File: src/rtl/esp32_spi_master.sv
// esp32_spi_master: SPI mode 0 master (CPOL=0, CPHA=0), 8-bit words, MSB first.
// Bytes arrive on a valid/ready stream. tx_last closes the CS frame after the
// byte it travels with.
//
// state   | meaning
// --------+-------------------------------------------------------------
// S_IDLE  | CS high, ready for the first byte of a new transaction
// S_SETUP | CS low, SCLK low, CS-to-first-edge setup delay
// S_SHIFT | 8 bit slots: CLK_DIV cycles low, then CLK_DIV cycles high
// S_NEXT  | CS low, SCLK low, waiting as long as needed for the next byte
// S_HOLD  | CS low after the last high phase, hold delay before CS rises
// S_GAP   | CS high, minimum idle time before the next transaction
module esp32_spi_master #(
    parameter int CLK_DIV  = 5,
    parameter int CS_SETUP = 2,
    parameter int CS_HOLD  = 2,
    parameter int CS_IDLE  = 2
) (
    input  logic       clk_sys,
    input  logic       rst,
    output logic       spi_clk,
    output logic       spi_mosi,
    input  logic       spi_miso,
    output logic       spi_cs_n,
    input  logic [7:0] tx_data,
    input  logic       tx_last,
    input  logic       tx_valid,
    output logic       tx_ready,
    output logic [7:0] rx_data,
    output logic       rx_valid,
    output logic       busy
);

    localparam int MAX_A = (CLK_DIV > CS_SETUP) ? CLK_DIV : CS_SETUP;
    localparam int MAX_B = (CS_HOLD > CS_IDLE) ? CS_HOLD : CS_IDLE;
    localparam int MAX_T = (MAX_A > MAX_B) ? MAX_A : MAX_B;
    localparam int CW    = $clog2(MAX_T + 1);

    localparam logic [CW-1:0] DIV_LD   = CW'(CLK_DIV - 1);
    localparam logic [CW-1:0] SETUP_LD = CW'(CS_SETUP - 1);
    localparam logic [CW-1:0] HOLD_LD  = CW'(CS_HOLD - 1);
    localparam logic [CW-1:0] IDLE_LD  = CW'(CS_IDLE - 1);

    typedef enum logic [2:0] {
        S_IDLE,
        S_SETUP,
        S_SHIFT,
        S_NEXT,
        S_HOLD,
        S_GAP
    } state_t;

    state_t        r_state, w_state_nxt;
    logic [CW-1:0] r_cnt, w_cnt_nxt;
    logic [2:0]    r_bit, w_bit_nxt;
    // Bit 7 of the TX byte goes straight to MOSI on accept, so only the
    // remaining seven bits are queued. RX keeps seven bits because the
    // eighth is merged from the synchronizer when the byte completes.
    logic [6:0]    r_tx_sh, w_tx_sh_nxt;
    logic [6:0]    r_rx_sh, w_rx_sh_nxt;
    logic          r_last, w_last_nxt;
    logic          r_cs_n, w_cs_n_nxt;
    logic          r_sclk, w_sclk_nxt;
    logic          r_mosi, w_mosi_nxt;
    logic [7:0]    r_rx_data, w_rx_data_nxt;
    logic          r_rx_valid, w_rx_valid_nxt;
    logic          r_miso_s1, r_miso_s2;
    logic          w_cnt_zero;
    logic          w_rdy_state;

    assign w_cnt_zero  = (r_cnt == '0);
    assign w_rdy_state = (r_state == S_IDLE) || (r_state == S_NEXT);

    // Two-flop synchronizer for the asynchronous MISO input
    always_ff @(posedge clk_sys) begin
        if (rst) begin
            r_miso_s1 <= 1'b0;
            r_miso_s2 <= 1'b0;
        end else begin
            r_miso_s1 <= spi_miso;
            r_miso_s2 <= r_miso_s1;
        end
    end

    // State and datapath registers; reset discards any partial byte
    always_ff @(posedge clk_sys) begin
        if (rst) begin
            r_state    <= S_IDLE;
            r_cnt      <= '0;
            r_bit      <= '0;
            r_tx_sh    <= '0;
            r_rx_sh    <= '0;
            r_last     <= 1'b0;
            r_cs_n     <= 1'b1;
            r_sclk     <= 1'b0;
            r_mosi     <= 1'b0;
            r_rx_data  <= '0;
            r_rx_valid <= 1'b0;
        end else begin
            r_state    <= w_state_nxt;
            r_cnt      <= w_cnt_nxt;
            r_bit      <= w_bit_nxt;
            r_tx_sh    <= w_tx_sh_nxt;
            r_rx_sh    <= w_rx_sh_nxt;
            r_last     <= w_last_nxt;
            r_cs_n     <= w_cs_n_nxt;
            r_sclk     <= w_sclk_nxt;
            r_mosi     <= w_mosi_nxt;
            r_rx_data  <= w_rx_data_nxt;
            r_rx_valid <= w_rx_valid_nxt;
        end
    end

    // Next-state and next-datapath logic; every register holds unless changed
    always_comb begin
        w_state_nxt    = r_state;
        w_cnt_nxt      = r_cnt;
        w_bit_nxt      = r_bit;
        w_tx_sh_nxt    = r_tx_sh;
        w_rx_sh_nxt    = r_rx_sh;
        w_last_nxt     = r_last;
        w_cs_n_nxt     = r_cs_n;
        w_sclk_nxt     = r_sclk;
        w_mosi_nxt     = r_mosi;
        w_rx_data_nxt  = r_rx_data;
        w_rx_valid_nxt = 1'b0;

        case (r_state)
            S_IDLE: begin
                if (tx_valid) begin
                    w_tx_sh_nxt = tx_data[6:0];
                    w_last_nxt  = tx_last;
                    w_mosi_nxt  = tx_data[7];
                    w_cs_n_nxt  = 1'b0;
                    w_bit_nxt   = '0;
                    w_cnt_nxt   = SETUP_LD;
                    w_state_nxt = S_SETUP;
                end
            end
            S_SETUP: begin
                if (w_cnt_zero) begin
                    w_cnt_nxt   = DIV_LD;
                    w_state_nxt = S_SHIFT;
                end else begin
                    w_cnt_nxt = r_cnt - 1'b1;
                end
            end
            S_SHIFT: begin
                if (!w_cnt_zero) begin
                    w_cnt_nxt = r_cnt - 1'b1;
                end else if (!r_sclk) begin
                    w_sclk_nxt = 1'b1;
                    w_cnt_nxt  = DIV_LD;
                end else begin
                    // Last cycle of the high phase: sample, then drop SCLK
                    w_sclk_nxt  = 1'b0;
                    w_rx_sh_nxt = {r_rx_sh[5:0], r_miso_s2};
                    if (r_bit == 3'd7) begin
                        w_rx_data_nxt  = {r_rx_sh, r_miso_s2};
                        w_rx_valid_nxt = 1'b1;
                        if (r_last) begin
                            w_cnt_nxt   = HOLD_LD;
                            w_state_nxt = S_HOLD;
                        end else begin
                            w_state_nxt = S_NEXT;
                        end
                    end else begin
                        w_bit_nxt   = r_bit + 1'b1;
                        w_mosi_nxt  = r_tx_sh[6];
                        w_tx_sh_nxt = {r_tx_sh[5:0], 1'b0};
                        w_cnt_nxt   = DIV_LD;
                    end
                end
            end
            S_NEXT: begin
                if (tx_valid) begin
                    w_tx_sh_nxt = tx_data[6:0];
                    w_last_nxt  = tx_last;
                    w_mosi_nxt  = tx_data[7];
                    w_bit_nxt   = '0;
                    w_cnt_nxt   = DIV_LD;
                    w_state_nxt = S_SHIFT;
                end
            end
            S_HOLD: begin
                if (w_cnt_zero) begin
                    w_cs_n_nxt  = 1'b1;
                    w_cnt_nxt   = IDLE_LD;
                    w_state_nxt = S_GAP;
                end else begin
                    w_cnt_nxt = r_cnt - 1'b1;
                end
            end
            S_GAP: begin
                if (w_cnt_zero) begin
                    w_state_nxt = S_IDLE;
                end else begin
                    w_cnt_nxt = r_cnt - 1'b1;
                end
            end
            default: begin
                w_state_nxt = S_IDLE;
            end
        endcase
    end

    assign spi_clk  = r_sclk;
    assign spi_mosi = r_mosi;
    assign spi_cs_n = r_cs_n;
    assign rx_data  = r_rx_data;
    assign rx_valid = r_rx_valid & ~rst;
    assign tx_ready = w_rdy_state & ~rst;
    assign busy     = (r_state != S_IDLE);

endmodule
File: config.mk
export PLATFORM = sky130hd
export DESIGN_NAME = esp32_spi_master
export DESIGN_NICKNAME = d
export VERILOG_FILES = /design/src/rtl/esp32_spi_master.sv
export SDC_FILE = /design/constraint.sdc
export NUM_CORES = 1
export LEC_CHECK = 0
export CORE_ASPECT_RATIO = 0.5
export CORE_MARGIN = 2
export CORE_UTILIZATION = 56
export CTS_BUF_LIST = sky130_fd_sc_hd__clkbuf_4 sky130_fd_sc_hd__clkbuf_8
export DETAILED_ROUTE_END_ITERATION = 6
export HOLD_SLACK_MARGIN = 0.08
export MAX_ROUTING_LAYER = met4
export PLACE_DENSITY = 0.81
export REMOVE_ABC_BUFFERS = 1
export SYNTH_ARGS = -nofsm -noshare
export SYNTH_HDL_FRONTEND = slang
export SYNTH_SLANG_ARGS = --single-unit
File: constraint.sdc
create_clock -name clk_sys -period 2.3 [get_ports clk_sys]
set_input_delay 0.46 -clock clk_sys [delete_from_list [all_inputs] [get_ports clk_sys]]
set_output_delay 0.46 -clock clk_sys [all_outputs]
set_load 0.005 [all_outputs]
* Word level (Yosys, flattened, before mapping)
Cells that the tools add are included.
** Storage, ports and cells
- Output and inout bits :: 14
- Memory bits (read-only) :: 0
- Latch bits :: 0
- Word-level logic and storage cells :: 95
- Memories :: 0
- Memory bits (writable) :: 0
- Bits of input ports :: 13
- Bits in registers :: 38
** Cells by class
- $add $sub $neg :: 2
- Bitwise logic cells :: 6
- Muxes and demuxes :: 39
- Equal/unequal tests :: 18
- Divide/modulo/power cells :: 0
- Order comparisons :: 0
- Shift operators :: 0
- $mul :: 0
- Reductions and logical operators :: 17
** Operators by type and width (count)
- 3-bit two-way mux :: 21
- 3-bit one-hot mux with 6 select lines :: 2
- 7-bit two-way mux :: 4
- 2-bit inequality test, second input constant :: 10
- 7-bit one-hot mux with 2 select lines :: 1
- 5-bit AND reduction :: 2
- 3-bit equality test, second input constant :: 3
- 1-bit two-way mux :: 8
- 8-bit AND reduction :: 1
- 3-bit by 2-bit equality test with 1-bit output, second input constant :: 2
- 3-bit logical NOT :: 2
- 3-bit one-hot mux with 2 select lines :: 1
- 3-bit AND reduction :: 2
- 6-bit nonzero test :: 1
- 5-bit inequality test, second input constant :: 1
- 1-bit inverter :: 4
- 1-bit one-hot mux with 2 select lines :: 2
- 2-bit AND reduction :: 2
- 4-bit AND reduction :: 1
- 2-bit nonzero test :: 2
- 4-bit OR reduction :: 1
- 3-bit by 1-bit adder with 3-bit output, second input constant :: 1
- 3-bit by 1-bit equality test with 1-bit output, second input constant :: 1
- 3-bit nonzero test :: 1
- 5 further kinds :: 6

* Depth between registers and ports, before layout
Gate-level depths: netlist of the first run.
- Word-level depth :: 5
- Mapped depth :: 9

* Least setup slack after synthesis of the first run
OpenSTA, ideal clock, no wires.
- Kind :: reg-to-reg
- Start point :: reg r_bit[0]
- End point :: reg r_cnt[2]
- Period minus slack after synthesis :: 1.831 ns
- Slack :: 0.469 ns
- Cell stages (with the launch flop) :: 9
- Buffers on the path :: 1
- Data arrival time :: 1.760 ns
- Setup time :: 0.071 ns
- Data required time :: 2.229 ns
- Cell sequence :: dfxtp_1 ha_1 ha_1 nand4b_4 nand2b_1 buf_6 o221ai_4 or3b_1 a21oi_1
** On the way
- Longest elaborated chain between the ends :: 5
- Elaborated cells on any way between the ends :: 7
- Classes of those cells :: eq/ne: 2; mux: 4; reduce/logical: 1
** Ends and longest elaborated chain
- from (decl) :: RTL line 55 : logic [2:0] r_bit, w_bit_nxt;
- from (signal assigned) :: RTL line 102 : r_bit <= w_bit_nxt;
- 3-bit equality test (*) :: RTL line 158 : if (r_bit == 3'd7) begin
- 3-bit two-way mux :: RTL line 158
- 3-bit two-way mux :: RTL line 151 : end else if (!r_sclk) begin
- 3-bit two-way mux :: RTL line 149 : if (!w_cnt_zero) begin
- 3-bit one-hot mux with 6 select lines :: RTL line 128 : case (r_state)
- to (signal assigned) :: RTL line 101 : r_cnt <= w_cnt_nxt;
- to (decl) :: RTL line 54 : logic [CW-1:0] r_cnt, w_cnt_nxt;
Mark *: on every way between the ends. The rest lies on a longest branch, timed or not.
A chain may end at the register's enable or synchronous reset.

* Worst setup path after layout of the first run
- Start point :: reg r_state[1]
- End point :: out tx_ready
** On the way
- Longest elaborated chain between the ends :: 3
- Elaborated cells on any way between the ends :: 4
- Classes of those cells :: eq/ne: 1; bitwise: 1; reduce/logical: 2
** Ends and longest elaborated chain
- from (decl) :: RTL line 53 : state_t r_state, w_state_nxt;
- from (signal assigned) :: RTL line 100 : r_state <= w_state_nxt;
- 3-bit by 2-bit equality test with 1-bit output or 3-bit logical NOT (tied branches) :: RTL line 72 : assign w_rdy_state = (r_state == S_IDLE) || (r_state == S_NEXT);
- 1-bit logical OR (*) :: RTL line 72
- 1-bit bitwise AND (*) :: RTL line 212 : assign tx_ready = w_rdy_state & ~rst;
- to (decl) :: RTL line 28 : output logic tx_ready,
Marked as above.

==> results of run 1 <==
placed cells by master, fill, tap and decap left out, drive strengths merged, types with 3 or more instances in the layout:
master / n
a21oi: 20
nand2b: 4
nor2: 28
nand3b: 3
o21ai: 3
nor2b: 7
a211oi: 9
clkdlybuf4s50: 25
nand2: 25
ha: 5
dfxtp: 38
o211ai: 3
mux2i: 19
buf: 12
a31oi: 3
inv: 4
clkbuf: 7
nand3: 3
nor3: 4
per-layer routing:
layer / part of all wire, % / up-vias
met5: 0 / -
met4: 1.2 / 0
met3: 4.3 / 7
met2: 45 / 33
met1: 49 / 741
li1: - / 809
where the power goes:
part           switching (mW)  internal (mW)  total [mW]  leakage (nW)
combinational           0.714          0.667        1.38         0.660
clock                   0.220          0.348       0.567        0.0593
sequential              0.148          0.773       0.920         0.310
total                    1.08           1.79        2.87          1.03
worst paths after layout:
check	startpoint	to	slack, ns	depth (start not counted)
setup / recovery	r_state[1]	tx_ready	0.17	3
hold / removal	r_miso_s1	r_miso_s2	0.45	1
setup reg to reg	r_cnt[0]	r_tx_sh[1]	0.19	7
hold reg to reg	r_miso_s1	r_miso_s2	0.45	1
cell families after synthesis:
family	count (synthesis)
multiplexers	19
AND/OR/NAND/NOR	84
XOR/XNOR	1
flip-flops	38
AO/OA/AOI/OAI	47
adder cells (fa/ha/maj)	5
buffers and inverters	20
through the flow:
step,util [%],hold WS (ns),setup WS (ns),instance area (um2),power [mW]
4_1_cts,70.1,0.449,0.0150,2380,2.87
3_5_place_dp,66.7,0.427,0.0150,2270,2.29
6_report,70.3,0.445,0.168,2390,2.87
2_1_floorplan,-,0.414,0.256,1850,1.87
3_3_place_gp,66.7,0.420,0.0667,2270,2.26
5_1_grt,70.3,0.472,0.0363,2390,3.05
repair_timing:
action | CTS | global route
setup endpoints to repair | 0 | 1
gates resized for setup | 0 | 2
endpoints found under the hold margin | 0 | 0
worst register-to-register path: stages, from the launching register on:
cell,delay (ns)
dfxtp_1,0.33
inv_1,0.10
ha_1,0.27
nor2b_2,0.47
nand3_4,0.15
o2bb2ai_4,0.39
nor2_1,0.09
a211oi_1,0.22
layout make-up:
class                      count  area, um2  share of cell area, %
multi-input combinational    156       1080                   45.3
timing repair buffer          38        353                   14.8
clock buffer                   7       83.8                   3.51
clock inverter                 1       30.0                   1.26
inverter                       4       15.0                  0.628
tap                           51       63.8                   2.67
sequential                    38        761                   31.8
sequential cells by signal (all words and copies together), names as in the netlist:
signal and cells:
r_bit 3, r_cnt 3, spi_clk 1, r_miso_s2 1
spi_cs_n 1, r_tx_sh 7, rx_data 8, r_rx_sh 7
r_rx_valid 1, r_miso_s1 1, spi_mosi 1, r_last 1
r_state 3
==> out/qor.csv, run 1 <==
metric;value;unit
outcome;finished, final reports clean;
hold_class;register to register;
worstSetupEndpointType;output pin;
placementRows;15;
gp_congestion;0.825;
area_growth;22.1;%
critPathKind;register to output pin;
nets;261;
synth_top_family_by_area;simple AND/OR/NAND/NOR gates;
core_area;0.00340;mm2
synthSimpleGateAreaFrac;23.3;%
syn_area;0.00196;mm2
grt_max_degree;34;
postCtsHoldBufs;0;
syn_area_per_cell;9.14;um2
numCtsBuffers;5;
diodes;0;
synth-xor-area-share;0.448;%
io_buffers;26;
synth_common_cells;38 x dfxtp_1, 28 x nor2_1, 25 x nand2_1;
dieArea;0.00401;mm2
synth.largest_area_cell;dfxtp_1;
clock_skew;0.00456;ns
synth_edf_count;0;
dp_hpwl;2790;um
timing.fmax;0.469;GHz
final_cells;295;
drt_iter0_drc;77;
ys.flop_type;dfxtp_1;
ant_nets;0;
cp-start-kind;register;
maxCapViolCount;0;
cp_top_family;buffers and inverters;
routedWlPerCell;13.3;um
crit_fanout;11;
synth.area.top_cells;dfxtp_1 39%, mux2i_1 9.7%, nor2_1 5.4%, a21oi_1 5.1%, nand2_1 4.8%;
viasPerCell;5.39;
clk_pin_slew;0.07;ns
grt.busiest_layer;met2;
dp.cells;287;
ys_seq_elements;38;
cts.sink_count;38;
synth.most_common_cell;dfxtp_1;
ys_warn_count;0;
root_buffer;clkbuf_8;
cts_tree;built;
dr_total_vias;1590;
critPathArrivalTime;1.67;ns
io_pins;27;
synthDistinctLibCells;44;
synth_compound_area_share;18.4;%
clockBufferDepth;2;
use_met2;35.6;%
path_buf_inv;1;
grt_overflow;0;
required;1.84;ns
slew_violations;0;
fillers;278;
p_per_area;1200;mW/mm2
synth_top_area_share;38.9;%
rsz0062_at_grt;false;
die_h;45.8;um
drive_above_1_share;12.7;%
initial_core_util;57.6;%
path_cells;nor2b_1 -> nor4_2 -> clkdlybuf4s50_1;
fin_crit;2.13;ns
fp.dieW;87.6;um
slew_headroom;63.9;%
synthMuxAreaShare;9.72;%
antenna_found_initial;0;
h-tree-depth;2;
tightest_slew;0.541;ns
critPathSlowestCell;clkdlybuf4s50_1;
gr-usage-met1;26.3;%
grt_pass1_wl;6310;um
grt_use_total;21.4;%
yosysSeqAreaShare;38.9;%
syn_inst;214;
post_cts_buffers;0;
drc_errors;0;
routed_wirelength;3910;um
grt_use_met3;5.98;%
drt-pass1-iter-count;5;
setup_viol;0;
synth-async-reset-ratio;0;%
crit_path_max_incr_delay;0.54;ns
hold_violations;0;
synthAdderAreaFrac;3.20;%
post-route-period-util;92.7;%
ir_drop;0.721;mV
clkLatencyLatePin;0.29;ns
first_global_vias;1426;
leakage;1.03;nW
timing.setup.tns;0;ns
(Power assumes the default switching activity.)
==> run 2, diff against run 1 <==
--- a/config.mk
+++ b/config.mk
@@ -14,6 +14,7 @@
 export MAX_ROUTING_LAYER = met4
 export PLACE_DENSITY = 0.81
 export REMOVE_ABC_BUFFERS = 1
+export SLEW_MARGIN = 25
 export SYNTH_ARGS = -nofsm -noshare
 export SYNTH_HDL_FRONTEND = slang
 export SYNTH_SLANG_ARGS = --single-unit
==> constraint.sdc (replaced) <==
create_clock -name clk_sys -period 2.1 [get_ports clk_sys]
set_input_delay 0.42 -clock clk_sys [delete_from_list [all_inputs] [get_ports clk_sys]]
set_output_delay 0.42 -clock clk_sys [all_outputs]
set_load 0.005 [all_outputs]
==> out/qor.csv, run 2 (same netlist as run 1, synthesis figures left out) <==
metric;value;unit;change
numCtsBuffers;5;;unchanged
maxCapViolCount;0;;unchanged
setup_viol;0;;unchanged
place_area;0.00230;mm2;was 0.00227 mm2
final_cell_mix;36 x dfxtp_1, 28 x nor2_1, 25 x nand2_1;;was 38 x dfxtp_1, 28 x nor2_1, 25 x nand2_1, 25 x clkdlybuf4s50_1, 20 x a21oi_1
critPathSlowestCell;clkdlybuf4s50_1;;unchanged
critPathArrivalTime;1.58;ns;was 1.67 ns
clk_pin_slew;0.07;ns;about the same
drt_iter0_drc;116;;was 77
root_buffer;clkbuf_8;;unchanged
routed_wirelength;3790;um;was 3910 um
grt.busiest_layer;met2;;unchanged
slew_violations;0;;unchanged
clockBufferDepth;2;;unchanged
clock_skew;0.00552;ns;was 0.00456 ns
io_pins;27;;unchanged
tightest_slew;0.454;ns;was 0.541 ns
required;1.68;ns;was 1.84 ns
ir_drop;0.777;mV;was 0.721 mV
drc_errors;0;;unchanged
die_h;45.8;um;unchanged
cp-start-kind;register;;unchanged
fp.dieW;87.6;um;unchanged
slew_headroom;69.6;%;was 63.9%
fillers;280;;was 278
clkLatencyLatePin;0.29;ns;about the same
final_common_cell;dfxtp_1;;unchanged
gr-usage-met1;28.7;%;was 26.3%
postCtsHoldBufs;0;;unchanged
core_area;0.00340;mm2;unchanged
timing.fmax;0.500;GHz;
grt_use_total;22.5;%;was 21.4%
area_growth;23.3;%;was 22.1%
routedWlPerCell;12.7;um;was 13.3 um
cts_tree;built;;unchanged
io_buffers;26;;unchanged
placementRows;15;;unchanged
rsz0062_at_grt;false;;unchanged
critPathKind;register to output pin;;unchanged
diodes;0;;unchanged
grt_use_met3;7.79;%;was 5.98%
largest_register_ffs;8;;unchanged
drive_above_1_share;15.0;%;was 12.7%
first_global_vias;1442;;was 1426
antenna_found_initial;0;;unchanged
dr_total_vias;1598;;was 1590
h-tree-depth;2;;unchanged
grt_overflow;0;;unchanged
outcome;finished, final reports clean;;unchanged
fin_crit;2.00;ns;
post-route-period-util;95.2;%;
path_cells;nor2b_1 -> nor4_2 -> clkdlybuf4s50_1;;unchanged
crit_path_max_incr_delay;0.53;ns;was 0.54 ns
grt_pass1_wl;6620;um;was 6310 um
p_per_area;1290;mW/mm2;was 1200 mW/mm2
hold_class;register to register;;unchanged
dp_hpwl;2820;um;was 2790 um
final_util;71.0;%;was 70.3%
viasPerCell;5.36;;was 5.39
initial_core_util;57.6;%;unchanged
grt_max_degree;34;;unchanged
drt-pass1-iter-count;4;;was 5
leakage;1.04;nW;was 1.03 nW
ant_nets;0;;unchanged
total_power;3.12;mW;was 2.87 mW
dieArea;0.00401;mm2;unchanged
cp_top_family;buffers and inverters;;unchanged
post_cts_buffers;0;;unchanged
cts.sink_count;38;;unchanged
nets;264;;was 261
worstSetupEndpointType;output pin;;unchanged
path_buf_inv;1;;unchanged
gp_congestion;0.812;;was 0.825
hold_violations;0;;unchanged
rrSetupSlack;0.19;ns;about the same
crit_fanout;8;;was 11
use_met2;34.2;%;was 35.6%
stdcell_area;0.00241;mm2;was 0.00239 mm2
## run 2: cell types whose count changed in the layout (fill, tap and decap cells not counted), sizes merged
cell           change
dlygate4sd2        +1
bufinv             -1
buf                +3
clkinv             +1
clkbuf             -1
clkinvlp           +1
clkdlybuf4s50      -1
## run 2: path summary, 6_finish.rpt
path                                 start        to  cells past startpoint
worst min register to register    r_bit[2]  r_bit[2]                      2
worst min-delay path              r_bit[2]  r_bit[2]                      2
worst max-delay path            r_state[0]  tx_ready                      3
worst max register to register    r_bit[0]  r_cnt[0]                      7
## run 2: final cells by class
cell class,instances,area (um2),area share (%)
Sequential cell,38,766,31.7
Tap cell,51,63.8,2.65
Clock buffer,6,82.6,3.42
Timing Repair Buffer,41,387,16.0
Multi-Input combinational cell,156,1090,45.0
Inverter,4,15.0,0.622
Clock inverter,2,12.5,0.519
## run 2: report_power, final
group	total [mW]	internal (mW)	leakage [nW]	switching (mW)
sequential	1.00	0.855	0.310	0.146
combinational	1.60	0.792	0.682	0.812
clock	0.515	0.264	0.0472	0.251
## run 2: stage by stage
step / std cells / hold WS (ns) / worst slack [ns] / TNS [ns]
finish: 298 / 0.457 / 0.101 / 0
global route: 298 / 0.474 / 0.0188 / 0
CTS: 298 / 0.460 / 0.0328 / 0
detailed placement: 290 / 0.449 / -0.0972 / -0.0972
global placement: 290 / 0.418 / -0.0697 / -0.0697
floorplan: 198 / 0.414 / 0.0562 / 0
## run 2: metal layers
metal | routed length [um] | share of wire, % | up-vias
met4 | 30 | 0.79 | 0
met2 | 1770 | 47 | 39
met3 | 222 | 5.9 | 6
li1 | - | - | 814
met5 | 0 | 0 | -
met1 | 1770 | 47 | 739
## run 2: repair_timing
item                                    CTS  global route
gates resized for setup                   5             2
endpoints found under the hold margin     0             0
endpoints found under the setup margin    1             1
gates cloned                              0             0
## run 2: worst register-to-register path: stages (launching register included)
cell and delay, ns:
dfxtp_1 0.36, ha_1 0.16, ha_1 0.31, nand4b_4 0.17, nand2b_1 0.22, o221ai_4 0.26, nor4_1 0.10, a211oi_1 0.24
==> run 3, diff against run 2 <==
--- a/config.mk
+++ b/config.mk
@@ -5,6 +5,7 @@
 export SDC_FILE = /design/constraint.sdc
 export NUM_CORES = 1
 export LEC_CHECK = 0
+export ABC_CLOCK_PERIOD_IN_PS = 2100
 export CORE_ASPECT_RATIO = 0.5
 export CORE_MARGIN = 2
 export CORE_UTILIZATION = 56
==> results of run 3 <==
No change in the layout: final DEF, timing and power equal those of run 2.
